===== src/rtl/alu_result_stage.sv =====
// alu_result_stage
//
// Execute-stage output register behind the 64-bit ALU. Each accepted beat
// carries its result, destination register, write enable and a resolved
// branch decision into a two-entry slot pair (main slot + skid slot). The
// stage also owns the architectural NZCV flag register.
//
// Handshake: a beat moves across an interface in any cycle where valid and
// ready are both high at the rising edge. in_ready does not depend on
// in_valid. While out_valid=1 and out_ready=0, out_valid and all out_* hold
// steady.
//
// Ports:
//   clk, reset                      rising-edge clock, synchronous active-high reset
//   in_valid / in_ready             upstream handshake
//   in_result                       ALU result (WIDTH bits)
//   in_zero/overflow/carry_out/negative   ALU flags for this beat
//   in_set_flags                    beat updates NZCV
//   in_rd, in_reg_write             destination register and write enable
//   in_is_bcond/is_cbz/is_cbnz      branch kind, in_cond = B.cond condition code
//   out_valid / out_ready           downstream handshake
//   out_result, out_rd, out_reg_write, out_branch_taken   registered beat
//   flags                           NZCV register {N,Z,C,V}

module alu_result_stage #(
    parameter int WIDTH = 64
) (
    input  logic             clk,
    input  logic             reset,
    input  logic             in_valid,
    output logic             in_ready,
    input  logic [WIDTH-1:0] in_result,
    input  logic             in_zero,
    input  logic             in_overflow,
    input  logic             in_carry_out,
    input  logic             in_negative,
    input  logic             in_set_flags,
    input  logic [4:0]       in_rd,
    input  logic             in_reg_write,
    input  logic             in_is_bcond,
    input  logic             in_is_cbz,
    input  logic             in_is_cbnz,
    input  logic [3:0]       in_cond,
    output logic             out_valid,
    input  logic             out_ready,
    output logic [WIDTH-1:0] out_result,
    output logic [4:0]       out_rd,
    output logic             out_reg_write,
    output logic             out_branch_taken,
    output logic [3:0]       flags
);

    typedef struct packed {
        logic [WIDTH-1:0] result;
        logic [4:0]       rd;
        logic             reg_write;
        logic             taken;
    } beat_t;

    beat_t      main_q;
    beat_t      skid_q;
    beat_t      in_beat;
    logic       main_valid;
    logic       skid_valid;
    logic [3:0] nzcv_q;
    logic       accept;
    logic       deliver;
    logic       cond_taken;
    logic       branch_taken;
    logic       f_n, f_z, f_c, f_v;

    assign {f_n, f_z, f_c, f_v} = nzcv_q;

    // B.cond is judged against the register as it stands before this beat's
    // own flag update, so an ADDS/SUBS that is also a B.cond sees older flags.
    always_comb begin
        cond_taken = 1'b1;
        case (in_cond)
            4'h0:    cond_taken = f_z;
            4'h1:    cond_taken = !f_z;
            4'h2:    cond_taken = f_c;
            4'h3:    cond_taken = !f_c;
            4'h4:    cond_taken = f_n;
            4'h5:    cond_taken = !f_n;
            4'h6:    cond_taken = f_v;
            4'h7:    cond_taken = !f_v;
            4'h8:    cond_taken = f_c && !f_z;
            4'h9:    cond_taken = !f_c || f_z;
            4'hA:    cond_taken = (f_n == f_v);
            4'hB:    cond_taken = (f_n != f_v);
            4'hC:    cond_taken = !f_z && (f_n == f_v);
            4'hD:    cond_taken = f_z || (f_n != f_v);
            default: cond_taken = 1'b1;
        endcase
    end

    // CBZ/CBNZ: the ALU passes the tested register through, so in_zero is
    // the zero test of that register.
    always_comb begin
        branch_taken = 1'b0;
        if (in_is_bcond) begin
            branch_taken = cond_taken;
        end else if (in_is_cbz) begin
            branch_taken = in_zero;
        end else if (in_is_cbnz) begin
            branch_taken = !in_zero;
        end
    end

    always_comb begin
        in_beat.result    = in_result;
        in_beat.rd        = in_rd;
        in_beat.reg_write = in_reg_write;
        in_beat.taken     = branch_taken;
    end

    assign in_ready = !skid_valid && !reset;
    assign accept   = in_valid && in_ready;
    assign deliver  = main_valid && out_ready;

    always_ff @(posedge clk) begin
        if (reset) begin
            main_q     <= '0;
            skid_q     <= '0;
            main_valid <= 1'b0;
            skid_valid <= 1'b0;
            nzcv_q     <= 4'b0000;
        end else begin
            if (accept && in_set_flags) begin
                nzcv_q <= {in_negative, in_zero, in_carry_out, in_overflow};
            end
            // in_ready is low whenever the skid slot is full, so an accept
            // can never coincide with the skid-to-main transfer.
            if (skid_valid && deliver) begin
                main_q     <= skid_q;
                main_valid <= 1'b1;
                skid_valid <= 1'b0;
            end else if (accept && (!main_valid || deliver)) begin
                main_q     <= in_beat;
                main_valid <= 1'b1;
            end else begin
                // Remaining accept case: main is full and stalled.
                if (accept) begin
                    skid_q     <= in_beat;
                    skid_valid <= 1'b1;
                end
                if (deliver) begin
                    main_valid <= 1'b0;
                end
            end
        end
    end

    assign out_valid        = main_valid;
    assign out_result       = main_q.result;
    assign out_rd           = main_q.rd;
    assign out_reg_write    = main_q.reg_write;
    assign out_branch_taken = main_q.taken;
    assign flags            = nzcv_q;

endmodule

===== config.mk =====
export PLATFORM = sky130hd
export DESIGN_NAME = alu_result_stage
export DESIGN_NICKNAME = d
export VERILOG_FILES = /design/src/rtl/alu_result_stage.sv
export SDC_FILE = /design/constraint.sdc
export NUM_CORES = 1
export LEC_CHECK = 0
export CAP_MARGIN = 20
export CORE_MARGIN = 2
export CORE_UTILIZATION = 47
export DETAILED_ROUTE_END_ITERATION = 16
export HOLD_SLACK_MARGIN = 0.08
export PLACE_DENSITY = 0.78
export SLEW_MARGIN = 25
export SYNTH_ARGS = -nofsm -noshare
export SYNTH_HDL_FRONTEND = slang
export SYNTH_SLANG_ARGS = --single-unit

===== constraint.sdc =====
create_clock -name clk -period 1.8 [get_ports clk]
set_input_delay 0.18 -clock clk [delete_from_list [all_inputs] [get_ports clk]]
set_output_delay 0.18 -clock clk [all_outputs]
set_load 0.005 [all_outputs]

== Word-level counts from Yosys, hierarchy flattened ==
Index checks and enable logic that the tools add are counted.
Storage, ports and cells
  bits in registers: 148
  word-level logic and storage cells: 62
Operators by class
  equal/unequal tests: 15
  multiplexer cells: 9
  bitwise gates (word level): 2
  reduce and logical (&&, ||, !) cells: 25
Operators with widths (count)
  71-bit two-way mux: 2
  4-bit equality test (second input constant): 6
  4-bit by 3-bit equality test with 1-bit output (second input constant): 4
  1-bit case mux with 14 select lines: 1
  4-bit by 2-bit equality test with 1-bit output (second input constant): 2
  1-bit logical AND: 8
  1-bit zero test: 8
  1-bit two-way mux: 6
  4-bit by 1-bit equality test with 1-bit output (second input constant): 1
  4-bit zero test: 1
  1-bit logical OR: 3
  3-bit AND reduction: 1
  3-bit nonzero test: 1
  1-bit inverter: 2
  2-bit AND reduction: 1
  2-bit nonzero test: 1
  2-bit OR reduction: 1
  1-bit equality test: 1
  1-bit inequality test: 1

== Longest topological paths before layout ==
Gate-level depths: netlist of run 1.
  word-level depth: 6
  gate-level depth with buffers: 7
  gate-level depth less buffers: 5

== Worst setup path before layout of run 1 ==
OpenSTA, ideal clock, no wires.
  kind: register to register
  start: register nzcv_q[0] (netlist: flags[0])
  end: register main_q (netlist bit out_branch_taken)
  library setup time: 0.134 ns
  arrival: 1.313 ns
  setup slack: 0.353 ns
  cell stages (with the launch flop): 6
  buffers on the path: 0
  clock period less this slack: 1.447 ns
  cell sequence: dfxtp_1 -> nand2b_1 -> a21oi_1 -> o31a_1 -> a2111oi_2 -> o22ai_1
On the way
  word-level cells in the longest chain between the ends: 6
  elaborated cells between the ends (all ways): 9
  classes of those cells: 2 x eq/ne; 4 x mux; 3 x reduce/logical
RTL lines
  start, declared: line 65  | logic [3:0] nzcv_q;
  start signal, assigned: line 130  | nzcv_q <= {in_negative, in_zero, in_carry_out, in_overflow};
  1-bit inequality test or 1-bit equality test (tied branches)
  1-bit logical OR or 1-bit logical AND (tied branches): line 92, 91
  1-bit case mux with 14 select lines (*): line 78  | case (in_cond)
  1-bit two-way mux (*): line 101  | if (in_is_bcond) begin
  71-bit two-way mux (*): line 138  | end else if (accept && (!main_valid || deliver)) begin
  71-bit two-way mux (*): line 134  | if (skid_valid && deliver) begin
  end signal, assigned: line 135  | main_q <= skid_q;
  end signal, assigned: line 139  | main_q <= in_beat;
  end, declared: line 60  | beat_t main_q;
Mark *: on every way between the ends. The rest lies on a longest branch, timed or not. The select of a mux whose other input is x is not followed.
A chain may end at the register's enable or synchronous reset.

== Worst setup path in the final report of run 1 ==
  start: register nzcv_q[3] (netlist: flags[3])
  end: output flags[3]
RTL lines
  end, declared: line 50  | output logic [3:0] flags
No word-level cell between the ends.

==> results.tsv, run 1 <==
metric	value	unit
critical path arrival	1.47	ns
setup violators final	0	
mux cell area share after synthesis	0.876	%
CTS tree	yes	
FFs w/ async S/R, synth	0	%
Fmax	607	MHz
Die Area	13100	um2
crit path cell chain	clkdlybuf4s50_1	
DRT Pass-1 Iters	5	
Worst Skew	0.00609	ns
Syn Std Cell Area	5720	um2
most area-hungry cell type in the Yosys netlist	dfxtp_1	
outcome	finished, final reports clean	
Post-Syn Area per Cell	8.34	um2
H-tree depth	4	
critical path type	flip-flop to primary output	
Slew @ Worst Pin	0.658	ns
Hold WC Path Type	input pin to flip-flop	
met2 WL post-DR	8060	um
Data required, critical path	1.62	ns
Vias per Instance	5.77	
Worst slew margin	56.1	%
global-route wire length before repair	26600	um
complex-gate fraction of the synthesized area	23.1	%
row count	40	
number of global-route vias before repair	5549	
initial drt markers	532	
Post-Synthesis Cells	685	
CP Max Fanout	6	
WL/cell	16.8	um
Commonest cells post-synth	dfxtp_1 (148), nand2_1 (143), a21oi_1 (142)	
Post CTS Setup Buffer Count	0	
EDFF count, synth	0	
XOR/XNOR share of the synthesized area	0.613	%
largest net degree at the start of global routing	149	
core area	12000	um2
nets@finish	914	
area growth from synthesis to layout	42.3	%
Synth area leaders	dfxtp_1 (52%), a21oi_1 (12%), nand2_1 (9.4%)	
GRT overflow	0	
period utilization	91.5	%
Sink Count	148	
Hold Buf Count CTS	0	
Final Critical Period	1.65	ns
diodes inserted	0	
Final Util	68.0	%
max-cap violation count	0	
count of pins over their slew limit	0	
CP Capture Type	primary output	
Yosys Warn Count	0	
GRT Util Overall	25.5	%
Starting Density	47.8	%
I/O pin count	163	
Buf+Inv Stages, Crit Path	1	
remaining antenna violation count	0	
Buffers on Ports	162	
vias	5699	
drc violations	0	
DRT met1 WL	6850	um
Die Width	114	um
sequential share of the synthesized area	51.8	%
clock buffer depth	2	
antenna violations before repair	0	
unrepaired setup endpoints after global routing	no	
post-synthesis register bit count	148	
Simple-Gate Fraction of Synth Area	18.7	%
cell with the most instances after synthesis	dfxtp_1	
Startpoint Class	flip-flop	
Distinct cells, synth	32	
Die Ht	114	um
worst hold slack	0.345	ns
met3 routed WL	1250	um
Top Layer Used	met4	
largest family of logic cells by synthesized area	compound AO/OA/AOI/OAI gates	
CP max stage cell	clkdlybuf4s50_1	
Mapped Nets	771	
HPWL after DPL	10500	um
Top delay family on crit path	buffers and inverters	
critical path's largest stage delay	0.56	ns
Resized cells post-CTS	0	
Main synth FF type	dfxtp_1	
Post-Synth Adder-Cell Area	0	%
filler instances	906	
PD cells	915	nW/um2
root buffer cell	clkbuf_16	
CTS Buf Count	17	
post-synth top area share	51.8	%
clock slew at reported path FFs	0.06	ns
peak supply drop	0.500	mV
Placer Congestion	0.824	
worst skew pair latency	0.42	ns
Static Leak	2.77	nW
share of layout cells above drive strength 1	7.62	%
final hold violation count	0	
total routed wirelength	16500	um
cell type report:
cell class / instances / area (um2) / share of cell area, %
repair buffers: 188 / 1940 / 23.8
flip-flops and latches: 148 / 2960 / 36.4
well taps: 147 / 184 / 2.26
clock inverters: 4 / 20.0 / 0.246
clock buffers: 27 / 523 / 6.43
multi-input cells: 473 / 2510 / 30.8
tightest hold or removal path, delay by kind of cell:
family                 cells  cell delay (ns)
and+or+nand+nor            1             0.06
AOI/OAI and AO/OA          1             0.05
buffers and inverters      1             0.42
kinds of logic (layout without fill, tap and decap cells):
logic type	count (synthesis)	in the layout
simple gates	242	242
flops	148	148
xor+xnor	4	4
mux	5	5
buf+inv	64	219
compound gates	222	222
per-stage QoR:
step / instance area (um2) / power [mW] / setup slack (ns) / cells / setup TNS, ns
2_1_floorplan: 5720 / 3.78 / 0.353 / 685 / 0
3_3_place_gp: 7590 / 4.26 / -0.0706 / 956 / -0.456
3_5_place_dp: 7590 / 4.28 / -0.169 / 956 / -2.91
4_1_cts: 8140 / 7.48 / 0.141 / 987 / 0
5_1_grt: 8140 / 7.70 / 0.0898 / 987 / 0
6_report: 8140 / 7.44 / 0.153 / 987 / 0
flip-flops by register name, indices dropped and copies added (netlist names):
| signal | flops |
|---|---|
| skid_q | 71 |
| out_result | 64 |
| out_rd | 5 |
| flags | 4 |
| out_branch_taken | 1 |
| out_reg_write | 1 |
| out_valid | 1 |
| skid_valid | 1 |
worst paths after layout:
kind	startpoint	to	slack [ns]	depth (start not counted)
hold / removal	in_rd[4]	out_rd[4]	0.34	3
setup reg to reg	flags[0]	out_branch_taken	0.19	5
hold reg to reg	skid_q[20]	skid_q[20]	0.45	2
setup / recovery	flags[3]	flags[3]	0.15	1
report_power, final:
part | switching [mW] | internal, mW | total, mW
Sequential | 0.0642 | 3.38 | 3.44
Combinational | 0.331 | 0.448 | 0.779
Clock | 1.26 | 1.96 | 3.22
layer usage:
metal  vias to the layer above  global-route usage [%]
met5                         -                       0
met4                         0                    12.2
met3                        29                    6.14
met2                       257                    41.7
met1                      2716                    31.6
li1                       2697                       -
cells in the final DEF, fill, tap and decap left out, types with 3 or more instances in the layout:
cell	count
nand3b_1	3
nand2b_1	4
buf_12	10
clkbuf_8	6
nand3_1	71
clkinv_2	4
nand2_1	142
mux2i_1	5
clkbuf_1	4
buf_4	17
dfxtp_1	148
a22oi_1	71
clkdlybuf4s50_1	161
nor2_1	6
a21oi_1	142
clkbuf_16	17
(Power assumes the default switching activity.)
==> run 2, diff against run 1 <==
--- a/config.mk
+++ b/config.mk
@@ -5,12 +5,12 @@
 export SDC_FILE = /design/constraint.sdc
 export NUM_CORES = 1
 export LEC_CHECK = 0
-export CAP_MARGIN = 20
 export CORE_MARGIN = 2
 export CORE_UTILIZATION = 47
 export DETAILED_ROUTE_END_ITERATION = 16
 export HOLD_SLACK_MARGIN = 0.08
 export PLACE_DENSITY = 0.78
+export SETUP_SLACK_MARGIN = 0.02
 export SLEW_MARGIN = 25
 export SYNTH_ARGS = -nofsm -noshare
 export SYNTH_HDL_FRONTEND = slang
==> results of run 2 <==
Final layout, timing and power as in run 1 (identical DEF).
==> patch: new RTL, config.mk and constraints of run 1 <==
Make the reset (`reset`) asynchronous in one clocked block. Comments in the files are not updated.
--- a/src/rtl/alu_result_stage.sv
+++ b/src/rtl/alu_result_stage.sv
@@ -118,7 +118,7 @@
     assign accept   = in_valid && in_ready;
     assign deliver  = main_valid && out_ready;
 
-    always_ff @(posedge clk) begin
+    always_ff @(posedge clk or posedge reset) begin
         if (reset) begin
             main_q     <= '0;
             skid_q     <= '0;
Check against the original RTL: differs if reset is asserted again (counterexample within 4 cycles, from zero or initial values and one cycle with reset high); with reset held inactive, the same outputs for 4 cycles.
==> patch against run 1 <==
Fmax shrank 2.0%. First-iteration DRC count fell by 25%. Register-to-register slack got worse by 0.07 ns. Global-route usage down 3.7 points. Sequential cell count unchanged. Final area increased by 6.7%. Routed wire length fell by 14%. Area after synthesis rose by 5.6%. Setup slack lost 0.034 ns.
Power is not compared: it rests on default switching activity, and its combinational part moved more than twofold at a synthesized area within 25%.
==> patch: results (changes against run 1) <==
- First-pass GRT wire length: 24240 um (-8.7%)
- Post-synth top cells: 148 x dfrtp_1, 146 x nand2_1, 71 x a22oi_1
- Routed vias: 4514 (-21%)
- Share of layout cells above drive strength 1: 19.74% (+12 points)
- # placed instances: 838 (-12%)
- Outcome: finished, final reports clean
- GRT Overall Usage: 21.77% (-3.7 points)
- Leak: 0.003997 uW
- Net count, final: 772 (-16%)
- Crit Path Max Fanout: 4 (-2)
- Filler cell count: 890 (-1.8%)
- Max incr delay on CP: 0.49 ns (-0.07 ns)
- Placed inst area: 8084 um2 (+6.5%)
- Wire per inst: 16.40 um (-2.1%)
- CP max stage cell: or4b_4
- Setup WS pre-CTS: -0.05565 ns (+0.1130 ns)
- DPL Wire Length: 9818 um (-6.8%)
- Ys async rst share: 100.0% (+100 points)
- Vias in the first global route: 4829 (-13%)
- Largest net degree at the start of global routing: 65 (-56%)
- Mapped Nets: 597 (-23%)
- Hold Path Class: in -> async
- Critical path data arrival time: 2.01 ns (+0.54 ns)
- Worst Clk Skew: 0.009020 ns (+0.002927 ns)
- Largest delay share family, worst path: simple AND/OR/NAND/NOR gates
- Routability cong.: 0.7923 (-3.8%)
- Largest cells by area after synthesis: dfrtp_1 61%, mux2_2 13%, nand2_1 9.1%
- Routed WL: 14280 um (-14%)
==> patch: changes by cell type after synthesis, moves of 5 or more <==
| cell | before | now |
|---|---|---|
| a21oi_1 | 142 | 2 |
| nand3_1 | 71 | 1 |
| mux2_2 | 0 | 69 |
| clkbuf_1 | 33 | 23 |
| dfrtp_1 | 0 | 148 |
| dfxtp_1 | 148 | 0 |
| inv_1 | 0 | 6 |
| buf_2 | 30 | 7 |
| mux2_1 | 0 | 5 |
==> patch: final cells by class <==
cell class	count	area (um2)	area share, %
Inverter	6	26.28	0.3027
Sequential cell	148	3704	42.66
Timing Repair Buffer	187	1946	22.41
Tap cell	172	215.2	2.479
Clock inverter	12	121.4	1.398
Multi-Input combinational cell	326	2202	25.37
Clock buffer	20	466.7	5.376
==> patch: worst reg2reg max path: stages (launching register included) <==
cell and delay, ns:
dfrtp_1 0.43, xnor2_2 0.21, or4b_4 0.49, a311oi_2 0.25
a211oi_1 0.09, o21ai_1 0.14
==> patch: metal layers <==
metal | track usage, % | vias to the layer above | wire length (um)
li1 | - | 2128 | -
met1 | 30.08 | 2222 | 6606
met2 | 34.28 | 157 | 6674
met3 | 5.982 | 7 | 920
met4 | 5.648 | 0 | 80
met5 | 0 | - | 0
==> patch: path summary, 6_finish.rpt <==
kind                       slack, ns      startpoint  depth (start not counted)          endpoint
setup / recovery                0.12        flags[0]                          5  out_branch_taken
hold / removal                  0.34           reset                          4     out_result[6]
setup reg to reg                0.12        flags[0]                          5  out_branch_taken
hold reg to reg                 0.47  out_result[49]                          2    out_result[49]
max in group asynchronous       1.14           reset                          4        skid_q[51]
min in group clk                0.39     in_negative                          2          flags[3]
==> patch: what timing repair did <==
| item | in CTS | in global routing |
|---|---|---|
| cloned | 0 | 0 |
| pin swaps | 0 | 1 |
| resized for setup | 3 | 0 |
| buffers inserted | 0 | 1 |
| setup endpoints to repair | 1 | 2 |
==> patch: cell families (layout without fill, tap and decap cells) <==
kind of cell / count (synthesis) / count (layout) / synth area share [%]
AOI/OAI and AO/OA: 83 / 83 / 10.20
xor gates and xnor gates: 4 / 4 / 0.7051
buffers and inverters: 37 / 225 / 2.446
DFF: 148 / 148 / 61.37
muxes: 76 / 76 / 14.14
and+or+nand+nor: 163 / 163 / 11.13
==> patch: power groups by stage <==
stage	sequential [uW]	clock [uW]	combinational, uW
2_1_floorplan	5630	0	2030
3_3_place_gp	5680	0	4320
3_5_place_dp	5750	0	4480
4_1_cts	5720	3520	4510
5_1_grt	5930	3680	4900
6_report	5720	3440	4480
